==> config.mk <==
export PLATFORM = sky130hd
export DESIGN_NAME = video_pixel_out
export DESIGN_NICKNAME = d
export VERILOG_FILES = /design/src/rtl/video_pixel_out.sv
export SDC_FILE = /design/constraint.sdc
export NUM_CORES = 2
export LEC_CHECK = 0
export BUFFER_PORTS_ARGS = -buffer_cell sky130_fd_sc_hd__buf_2
export CORE_MARGIN = 2
export CORE_UTILIZATION = 32
export CTS_BUF_LIST = sky130_fd_sc_hd__clkbuf_4
export CTS_CLUSTER_SIZE = 16
export DETAILED_ROUTE_END_ITERATION = 10
export GPL_TIMING_DRIVEN = 0
export PLACE_DENSITY = 0.48
export SYNTH_ARGS = -nofsm -noshare
export SYNTH_HDL_FRONTEND = slang
export SYNTH_SLANG_ARGS = --single-unit
==> constraint.sdc <==
create_clock -name PxClock -period 2.7 [get_ports PxClock]
set_input_delay 0.54 -clock PxClock [delete_from_list [all_inputs] [get_ports PxClock]]
set_output_delay 0.54 -clock PxClock [all_outputs]
set_load 0.02 [all_outputs]
==> src/rtl/video_pixel_out.sv <==
// -----------------------------------------------------------------------------
// video_pixel_out
//   Pixel output stage behind the framebuffer. Each pixel byte is colour-mapped
//   either through a CPU-writable 256-entry palette or by direct RGB332
//   expansion. Blanking is then applied and the result drives the RGB DAC.
//   The syncs are delayed so that they stay aligned with the pixel data. The
//   block also counts frames and flags the start of each vertical blank.
//
//   Pipeline (fixed 3-cycle latency for colour, blanking and syncs):
//     S1  register pixel byte and all raster/config flags
//     S2  palette RAM read / RGB332 expansion
//     S3  blank mux -> registered DAC outputs
//
// Ports
//   PxClock            pixel clock; all state on its rising edge
//   Reset_n            synchronous reset, active low
//   PixelIn            pixel byte for the current column/row
//   HBlank, VBlank     blanking flags, same cycle as PixelIn
//   HSync, VSync       sync flags, same cycle as PixelIn
//   BlankBlack         force active area black
//   BlankWhite         force active area white (BlankBlack wins)
//   PalEnable          1: palette lookup, 0: RGB332 expansion
//   PalWrReq           palette write request, held until PalWrAck
//   PalWrAddr          palette entry index
//   PalWrData          {R,G,B} palette entry
//   PalWrAck           one-cycle pulse, one per request
//   Red, Green, Blue   DAC drive
//   HSyncOut, VSyncOut syncs delayed to match RGB
//   FrameStart         one-cycle pulse on the S3 VBlank rising edge
//   FrameCount         frames since reset, wraps 255 -> 0
// -----------------------------------------------------------------------------
module video_pixel_out #(
    parameter int COLOR_BITS      = 4,
    parameter bit PAL_VBLANK_ONLY = 1'b1
) (
    input  logic                      PxClock,
    input  logic                      Reset_n,
    input  logic [7:0]                PixelIn,
    input  logic                      HBlank,
    input  logic                      VBlank,
    input  logic                      HSync,
    input  logic                      VSync,
    input  logic                      BlankBlack,
    input  logic                      BlankWhite,
    input  logic                      PalEnable,
    input  logic                      PalWrReq,
    input  logic [7:0]                PalWrAddr,
    input  logic [3*COLOR_BITS-1:0]   PalWrData,
    output logic                      PalWrAck,
    output logic [COLOR_BITS-1:0]     Red,
    output logic [COLOR_BITS-1:0]     Green,
    output logic [COLOR_BITS-1:0]     Blue,
    output logic                      HSyncOut,
    output logic                      VSyncOut,
    output logic                      FrameStart,
    output logic [7:0]                FrameCount
);

    localparam int PAL_W = 3 * COLOR_BITS;

    localparam logic [0:0] ST_IDLE = 1'b0;
    localparam logic [0:0] ST_ACK  = 1'b1;

    // ---------------- S1: input registers ----------------
    logic [7:0] s1_pixel_q;
    logic       s1_hblank_q, s1_vblank_q, s1_hsync_q, s1_vsync_q;
    logic       s1_black_q, s1_white_q, s1_palen_q;

    // On reset the pipeline is flushed to a blanked, sync-idle state. VBlank is
    // flushed high so the first FrameStart needs a real 0->1 edge after reset.
    always_ff @(posedge PxClock) begin
        if (!Reset_n) begin
            s1_pixel_q  <= 8'd0;
            s1_hblank_q <= 1'b1;
            s1_vblank_q <= 1'b1;
            s1_hsync_q  <= 1'b0;
            s1_vsync_q  <= 1'b0;
            s1_black_q  <= 1'b0;
            s1_white_q  <= 1'b0;
            s1_palen_q  <= 1'b0;
        end else begin
            s1_pixel_q  <= PixelIn;
            s1_hblank_q <= HBlank;
            s1_vblank_q <= VBlank;
            s1_hsync_q  <= HSync;
            s1_vsync_q  <= VSync;
            s1_black_q  <= BlankBlack;
            s1_white_q  <= BlankWhite;
            s1_palen_q  <= PalEnable;
        end
    end

    // ---------------- RGB332 expansion ----------------
    // Each field is replicated MSB-first out to COLOR_BITS (101 -> 1011, 10 -> 1010).
    logic [COLOR_BITS-1:0] exp_r, exp_g, exp_b;

    genvar gi;
    generate
        for (gi = 0; gi < COLOR_BITS; gi++) begin : g_expand
            assign exp_r[gi] = s1_pixel_q[7 - ((COLOR_BITS - 1 - gi) % 3)];
            assign exp_g[gi] = s1_pixel_q[4 - ((COLOR_BITS - 1 - gi) % 3)];
            assign exp_b[gi] = s1_pixel_q[1 - ((COLOR_BITS - 1 - gi) % 2)];
        end
    endgenerate

    // ---------------- Palette RAM and write FSM ----------------
    logic [PAL_W-1:0] pal_mem [256];
    logic [PAL_W-1:0] pal_rd_q;
    logic [0:0]       state_q, state_d;
    logic             pal_we;
    logic             ack_q;

    // Writes are gated by Reset_n, so a reset that lands on a request cannot
    // commit it.
    assign pal_we = Reset_n && (state_q == ST_IDLE) && PalWrReq
                    && (VBlank || !PAL_VBLANK_ONLY);

    // The palette is not reset. Because write and read both use non-blocking
    // assignment, a same-index read returns the old entry.
    always_ff @(posedge PxClock) begin
        if (pal_we) begin
            pal_mem[PalWrAddr] <= PalWrData;
        end
        pal_rd_q <= pal_mem[s1_pixel_q];
    end

    always_comb begin
        state_d = state_q;
        case (state_q)
            ST_IDLE: if (pal_we)    state_d = ST_ACK;
            ST_ACK:  if (!PalWrReq) state_d = ST_IDLE;
            default:                state_d = ST_IDLE;
        endcase
    end

    always_ff @(posedge PxClock) begin
        if (!Reset_n) begin
            state_q <= ST_IDLE;
            ack_q   <= 1'b0;
        end else begin
            state_q <= state_d;
            ack_q   <= pal_we;
        end
    end

    assign PalWrAck = ack_q;

    // ---------------- S2: colour select ----------------
    logic [PAL_W-1:0] s2_rgb332_q;
    logic             s2_palen_q, s2_blank_q, s2_vblank_q, s2_hsync_q, s2_vsync_q;
    logic             s2_black_q, s2_white_q;

    always_ff @(posedge PxClock) begin
        if (!Reset_n) begin
            s2_rgb332_q <= '0;
            s2_palen_q  <= 1'b0;
            s2_blank_q  <= 1'b1;
            s2_vblank_q <= 1'b1;
            s2_hsync_q  <= 1'b0;
            s2_vsync_q  <= 1'b0;
            s2_black_q  <= 1'b0;
            s2_white_q  <= 1'b0;
        end else begin
            s2_rgb332_q <= {exp_r, exp_g, exp_b};
            s2_palen_q  <= s1_palen_q;
            s2_blank_q  <= s1_hblank_q | s1_vblank_q;
            s2_vblank_q <= s1_vblank_q;
            s2_hsync_q  <= s1_hsync_q;
            s2_vsync_q  <= s1_vsync_q;
            s2_black_q  <= s1_black_q;
            s2_white_q  <= s1_white_q;
        end
    end

    // ---------------- S3: blank mux and outputs ----------------
    logic [PAL_W-1:0] s2_color;
    logic [PAL_W-1:0] rgb_d, rgb_q;
    logic             hsync_q, vsync_q, s3_vblank_q, s3_vblank_prev_q;
    logic [7:0]       frame_count_q, frame_count_d;

    assign s2_color = s2_palen_q ? pal_rd_q : s2_rgb332_q;

    always_comb begin
        rgb_d = s2_color;
        if (s2_blank_q || s2_black_q) begin
            rgb_d = '0;
        end else if (s2_white_q) begin
            rgb_d = '1;
        end
    end

    assign FrameStart    = s3_vblank_q && !s3_vblank_prev_q;
    assign frame_count_d = FrameStart ? frame_count_q + 8'd1 : frame_count_q;

    always_ff @(posedge PxClock) begin
        if (!Reset_n) begin
            rgb_q            <= '0;
            hsync_q          <= 1'b0;
            vsync_q          <= 1'b0;
            s3_vblank_q      <= 1'b1;
            s3_vblank_prev_q <= 1'b1;
            frame_count_q    <= 8'd0;
        end else begin
            rgb_q            <= rgb_d;
            hsync_q          <= s2_hsync_q;
            vsync_q          <= s2_vsync_q;
            s3_vblank_q      <= s2_vblank_q;
            s3_vblank_prev_q <= s3_vblank_q;
            frame_count_q    <= frame_count_d;
        end
    end

    assign Red        = rgb_q[PAL_W-1 -: COLOR_BITS];
    assign Green      = rgb_q[2*COLOR_BITS-1 -: COLOR_BITS];
    assign Blue       = rgb_q[COLOR_BITS-1:0];
    assign HSyncOut   = hsync_q;
    assign VSyncOut   = vsync_q;
    assign FrameCount = frame_count_q;

endmodule
# After elaboration in Yosys (flattened, before gate mapping)
# Memory sizes are Yosys's and may differ from the RTL's. A register that Yosys moved wholly into a read port is not among the register bits.
# Cells that the tools add are included.
word_totals:
  ff_bits: 60
  mem_bits_rw: 3072
  input_bits: 38
  output_inout_bits: 24
  elab_cells: 42
  memories: 1
mem_list:
  columns: ["memory", "depth", "word_bits", "rd", "rd_clocked_by_memory_dff", "wr", "line_no", "text"]
  rows:
  - ["pal_mem", 256, 12, 1, 1, 1, "107", "logic [PAL_W-1:0] pal_mem [256];"]
op_classes:
  addsub: 1
  muxes: 6
  bitwise: 3
  reduce_logical: 7
ops:
  columns: ["cell", "n"]
  rows:
  - ["$mux 12", 2]
  - ["$add 8x1->8 const B", 1]
  - ["$logic_and 1x1->1", 4]
  - ["$mux 1", 3]
  - ["$not 1->1", 2]
  - ["$pmux 1 s2", 1]
  - ["$reduce_or 2->1", 1]
  - ["$logic_not 1->1", 1]
  - ["$logic_or 1x1->1", 1]
  - ["$or 1x1->1", 1]

# Longest topological paths before layout
logic_depth:
  word_depth: 6
  ltp_mapped: 12
  mapped_depth_nobuf: 6

# Worst setup path after synthesis
# No wires, ideal clock.
synth_timing:
  path_kind: "input -> register"
  from: "in PalWrReq"
  to: "mem pal_mem[104][0] (netlist bit), enable pin"
  arrival_time_ns: 2.394
  path_slack_ns: -0.074
  path_stages: 6
  n_path_buf: 2
  path_cell_list: "nand2_1 nor3b_1 buf_2 nand3_1 clkbuf_1 nor2_1"
synth_via:
  elab_chain_len: 4
synth_rtl:
  columns: ["item", "line_no", "text"]
  rows:
  - ["from (decl)", "46", "input logic PalWrReq,"]
  - ["$logic_and 1x1->1", "115", "assign pal_we = Reset_n && (state_q == ST_IDLE) && PalWrReq"]
  - ["$logic_and 1x1->1", "116", "&& (VBlank || !PAL_VBLANK_ONLY);"]
  - ["$mux 1", "121", "if (pal_we) begin"]
  - ["$mux 1 (implied by the code)", "122", "pal_mem[PalWrAddr] <= PalWrData;"]
  - ["to (decl)", "107", null]
# Every way passes these cells.

==> flow_summary.html <==
<table>
<tr><th>Metric</th><th>Value</th></tr>
<tr><th colspan="2">Worst setup path</th></tr>
<tr><td>Setup CP Type</td><td>reg -&gt; reg</td></tr>
<tr><td>Critical R2R Launch</td><td>s1_pixel_q[3]$_SDFF_PN0_</td></tr>
<tr><td>Data required time of the critical path</td><td>4.26 ns</td></tr>
<tr><td>Worst-path maximum fanout</td><td>10</td></tr>
<tr><td>Startpoint type of the worst setup path</td><td>flop</td></tr>
<tr><td>Critical path startpoint</td><td>s1_pixel_q[3]$_SDFF_PN0_</td></tr>
<tr><td>Signal arrival time at the worst endpoint</td><td>4.68 ns</td></tr>
<tr><td>Kind of end point of the critical path</td><td>flop</td></tr>
<tr><td>Critical R2R Capture</td><td>pal_rd_q[9]$_DFF_P_</td></tr>
<tr><td>Slack of the worst reg-to-reg path</td><td>-0.42 ns</td></tr>
<tr><td>Worst Reg2Reg Path Length in Cells</td><td>9</td></tr>
<tr><th colspan="2">STA</th></tr>
<tr><td>Setup repair after global routing missed its margin</td><td>yes</td></tr>
<tr><td>Number of failing setup endpoints in the final timing report</td><td>298</td></tr>
<tr><td>Time the worst path needs with I/O delays and setup</td><td>3.121 ns</td></tr>
<tr><td>Slack of the critical path</td><td>-0.4210 ns</td></tr>
<tr><td>Final-layout setup total negative slack</td><td>-18.60 ns</td></tr>
<tr><td>Tcrit/Tclk final</td><td>115.6%</td></tr>
<tr><td>Achievable clock frequency</td><td>320.4 MHz</td></tr>
<tr><td>Final Slew Violations</td><td>11</td></tr>
<tr><td>Number of endpoints with negative hold slack in the final report</td><td>0</td></tr>
<tr><td>Headroom to the max-slew limit</td><td>-0.4977%</td></tr>
<tr><td>Final clock skew</td><td>0.1640 ns</td></tr>
<tr><td>Actual slew at the worst max-slew pin</td><td>between 1.5 and 2 ns</td></tr>
<tr><th colspan="2">CTS</th></tr>
<tr><td>Clock tree from TritonCTS</td><td>done</td></tr>
<tr><td>Library cell used as clock root buffer</td><td>sky130_fd_sc_hd__clkbuf_4</td></tr>
<tr><td>TritonCTS sink count</td><td>~3.1k</td></tr>
<tr><td>Clock Path Buffers</td><td>4</td></tr>
<tr><td>H-Tree Level Count</td><td>6</td></tr>
<tr><td>Total CTS buffers</td><td>813</td></tr>
<tr><td>Clock latency on the worst-skew pair</td><td>1.70 ns</td></tr>
<tr><td>CTS clk-pin slew, worst paths</td><td>0.08 ns</td></tr>
<tr><th colspan="2">Min path</th></tr>
<tr><td>Number of stages on the worst hold path</td><td>3</td></tr>
<tr><td>Endpoint, Worst Hold</td><td>pal_mem[64][6]$_DFFE_PP_</td></tr>
<tr><td>Startpoint of the tightest hold check path</td><td>PalWrData[6]</td></tr>
<tr><td>Type of the worst min-delay path</td><td>in -&gt; reg</td></tr>
<tr><th colspan="2">Global route</th></tr>
<tr><td>Antenna violations before repair</td><td>44</td></tr>
<tr><td>Wire length of the first global-routing pass</td><td>roughly 610000 um</td></tr>
<tr><td>Vias in the first global route</td><td>68.38k</td></tr>
<tr><td>Pin count of the biggest net entering global routing</td><td>around 140</td></tr>
<tr><td>Remaining Overflow, GRT</td><td>0</td></tr>
<tr><td>Aggregate global-route resource usage</td><td>24.12%</td></tr>
<tr><th colspan="2">Cells and area</th></tr>
<tr><td>Synthesis-to-finish area growth</td><td>23.85%</td></tr>
<tr><td>Layout cells sized above 1</td><td>40.81%</td></tr>
<tr><td>Fin nets</td><td>7103</td></tr>
<tr><td>Leading cell types in the layout, fill and taps excluded</td><td>sky130_fd_sc_hd__edfxtp_1 (3072), sky130_fd_sc_hd__clkbuf_4 (1240), sky130_fd_sc_hd__mux4_2 (596), sky130_fd_sc_hd__mux2i_1 (355), sky130_fd_sc_hd__nor2_4 (184)</td></tr>
<tr><td>Most common library cell in the layout ignoring fill and taps</td><td>sky130_fd_sc_hd__edfxtp_1</td></tr>
<tr><td>Final Non-Filler Cells</td><td>around 13k</td></tr>
<tr><th colspan="2">Routing</th></tr>
<tr><td>Mean routed wirelength per cell</td><td>approximately 37 um</td></tr>
<tr><td>Wire length reported by the detailed router</td><td>between 400000 and 500000 um</td></tr>
<tr><td>DRT antenna net count</td><td>0</td></tr>
<tr><td>Total number of vias</td><td>70.14k</td></tr>
<tr><td>Number of iterations in the first detailed-routing pass</td><td>5</td></tr>
<tr><td>Vias/cell</td><td>5.527</td></tr>
<tr><td>Starting DRC count in detailed routing</td><td>9448</td></tr>
<tr><td>Post-detailed-route DRC marker count</td><td>0</td></tr>
<tr><th colspan="2">Synthesis</th></tr>
<tr><td>Most common flop cell mapped by yosys</td><td>sky130_fd_sc_hd__edfxtp_1</td></tr>
<tr><td>Flip-flop and latch count after synthesis</td><td>between 3k and 4k</td></tr>
<tr><td>Count of flip-flops with a built-in enable after synthesis</td><td>3072</td></tr>
<tr><td>Yosys synthesis warning count</td><td>0</td></tr>
<tr><td>Summed instance area of the synthesized netlist</td><td>0.1206 mm^2</td></tr>
<tr><td>Dominant cells by area after synthesis</td><td>sky130_fd_sc_hd__edfxtp_1 (77%), sky130_fd_sc_hd__mux4_2 (11%), sky130_fd_sc_hd__mux2i_1 (3.1%)</td></tr>
<tr><td>Top cell type by total area after synthesis</td><td>sky130_fd_sc_hd__edfxtp_1</td></tr>
<tr><td>Distinct cell type count after synthesis</td><td>between 60 and 70</td></tr>
<tr><td>Seq/Total Area, Yosys</td><td>just under 80%</td></tr>
<tr><td>Mean instance size in the synthesized netlist</td><td>20.80 um^2</td></tr>
<tr><td>Cells after Synth</td><td>5797</td></tr>
<tr><td>Async set-reset flop share out of synthesis</td><td>0%</td></tr>
<tr><td>Net count after synthesis</td><td>5836</td></tr>
<tr><td>Share of the synthesized area in the top cell type</td><td>76.52%</td></tr>
<tr><th colspan="2">Power and ir drop</th></tr>
<tr><td>VDD IR-drop max</td><td>407.1 uV</td></tr>
<tr><td>P_leak</td><td>46.89 nW</td></tr>
<tr><td>Power Total</td><td>102.7 mW</td></tr>
<tr><td>Areal power density over the cells</td><td>approximately 700 mW/mm^2</td></tr>
<tr><th colspan="2">Floorplan</th></tr>
<tr><td>Y dimension of the die</td><td>617.8 um</td></tr>
<tr><td>Io pins</td><td>62</td></tr>
<tr><td>Starting utilization of the core area</td><td>about a third</td></tr>
<tr><td>Area of the core</td><td>roughly 0.38 mm^2</td></tr>
<tr><td>Num rows</td><td>225</td></tr>
<tr><td>Horiz. Die Dim</td><td>617.8 um</td></tr>
<tr><td>Die area</td><td>0.3816 mm^2</td></tr>
<tr><th colspan="2">Placed design</th></tr>
<tr><td>Place WS</td><td>-3.173 ns</td></tr>
<tr><td>Count of port buffers added during placement</td><td>57</td></tr>
<tr><td>Detail Placement HPWL</td><td>310300 um</td></tr>
<tr><td>Placer Congestion</td><td>0.9239</td></tr>
<tr><td>Number of instances in the placed design</td><td>10.94k</td></tr>
<tr><th colspan="2">Job</th></tr>
<tr><td>Max Cap Viol</td><td>1</td></tr>
<tr><th colspan="2">Run status</th></tr>
<tr><td>Failing checks</td><td>capacitance limit, slew limit, setup timing</td></tr>
<tr><td>Outcome</td><td>finished with violations</td></tr>
</table>
==> through the flow <==
stage / util [%] / instance area, um^2 / hold WS [ns]
floorplan: - / 120600 / 0.3863
finish: 39.78 / 149300 / 0.1312
detailed placement: 34.43 / 129200 / 0.4044
global placement: 33.87 / 127100 / 0.3944
global route: 39.78 / 149300 / 0.0008811
CTS: 39.09 / 146700 / 0.01128
==> state kept, by name, summed over array words and instances (netlist names), 8 cells and up <==
name         flops
rgb_q           12
s2_rgb332_q      8
FrameCount       8
pal_mem       3072
pal_rd_q        12
s1_pixel_q       8
==> kinds of logic after synthesis <==
family	after synthesis	share of synthesized area (%)
AOI/OAI and AO/OA	662	3.823
xor gates and xnor gates	7	0.05086
adders and majority gates	1	0.01038
buffers and inverters	373	1.730
DFF	3140	77.65
muxes	977	14.31
and+or+nand+nor	637	2.425
==> layout make-up <==
class	instances	area [um^2]
Clock buffer	1209	9076
Inverter	9	47.55
Fill cell	33830	226000
Antenna cell	28	70.07
Multi-Input combinational cell	2284	28430
Tap cell	4994	6248
Sequential cell	3140	93650
Clock inverter	209	1245
Buffer	358	4558
Timing Repair Buffer	458	5981
==> synth_stat cells, drive strengths merged (24+ instances only) <==
master,count
nor4,34
nor2,291
nand3,41
nand2,112
a22oi,128
and2,44
o221ai,93
mux4,596
a221oi,26
nor3,43
o21ai,26
a31oi,26
o22ai,67
clkbuf,169
dfxtp,68
buf,195
edfxtp,3072
mux2i,370
nor2b,24
a211oi,49
a21oi,172
==> how the worst max path moves through the flow <==
| stage | cells after the start | slack, ns | to |
|---|---|---|---|
| 2_1_floorplan | 6 | -0.07 | pal_mem[104][0]$_DFFE_PP_ |
| 3_3_place_gp | 6 | -4.95 | pal_mem[222][8]$_DFFE_PP_ |
| 3_5_place_dp | 10 | -3.17 | pal_rd_q[6]$_DFF_P_ |
| 4_1_cts | 10 | -0.35 | pal_rd_q[6]$_DFF_P_ |
| 5_1_grt | 11 | -0.39 | pal_rd_q[4]$_DFF_P_ |
| 6_report | 9 | -0.42 | pal_rd_q[9]$_DFF_P_ |
==> metal layers <==
metal	GRT usage, %	routed length [um]	vias up
met5	0	170	-
met4	13.75	30060	28
met3	6.235	46790	1030
met2	36.83	212500	4245
met1	31.23	181300	37370
li1	-	-	27460
==> repair_timing <==
action / CTS / global route
setup buffers: 88 / 116
hold buffers: 97 / 1
pin swaps: 60 / 85
resized for setup: 1258 / 247
gates cloned: 3 / 1
endpoints found under the hold margin: 3509 / 72
setup endpoints to repair: 2970 / 2230
==> critical path, cell delays in order (launching register included) <==
cell	delay [ns]
sky130_fd_sc_hd__dfxtp_2	0.39
sky130_fd_sc_hd__buf_6	0.23
sky130_fd_sc_hd__buf_6	0.22
sky130_fd_sc_hd__nor2_4	0.34
sky130_fd_sc_hd__clkbuf_1	0.50
sky130_fd_sc_hd__buf_8	0.26
sky130_fd_sc_hd__a22oi_2	0.13
sky130_fd_sc_hd__a21oi_1	0.47
sky130_fd_sc_hd__a211oi_2	0.16
sky130_fd_sc_hd__nor4_2	0.35
==> power by group <==
part	internal [mW]	total [mW]	switching, mW	leakage (nW)
registers	53.5	53.6	0.0366	28.2
clock network	21.1	41.5	20.4	6.14
logic	2.49	7.68	5.20	12.6
Power figures use the tool's default switching activity.
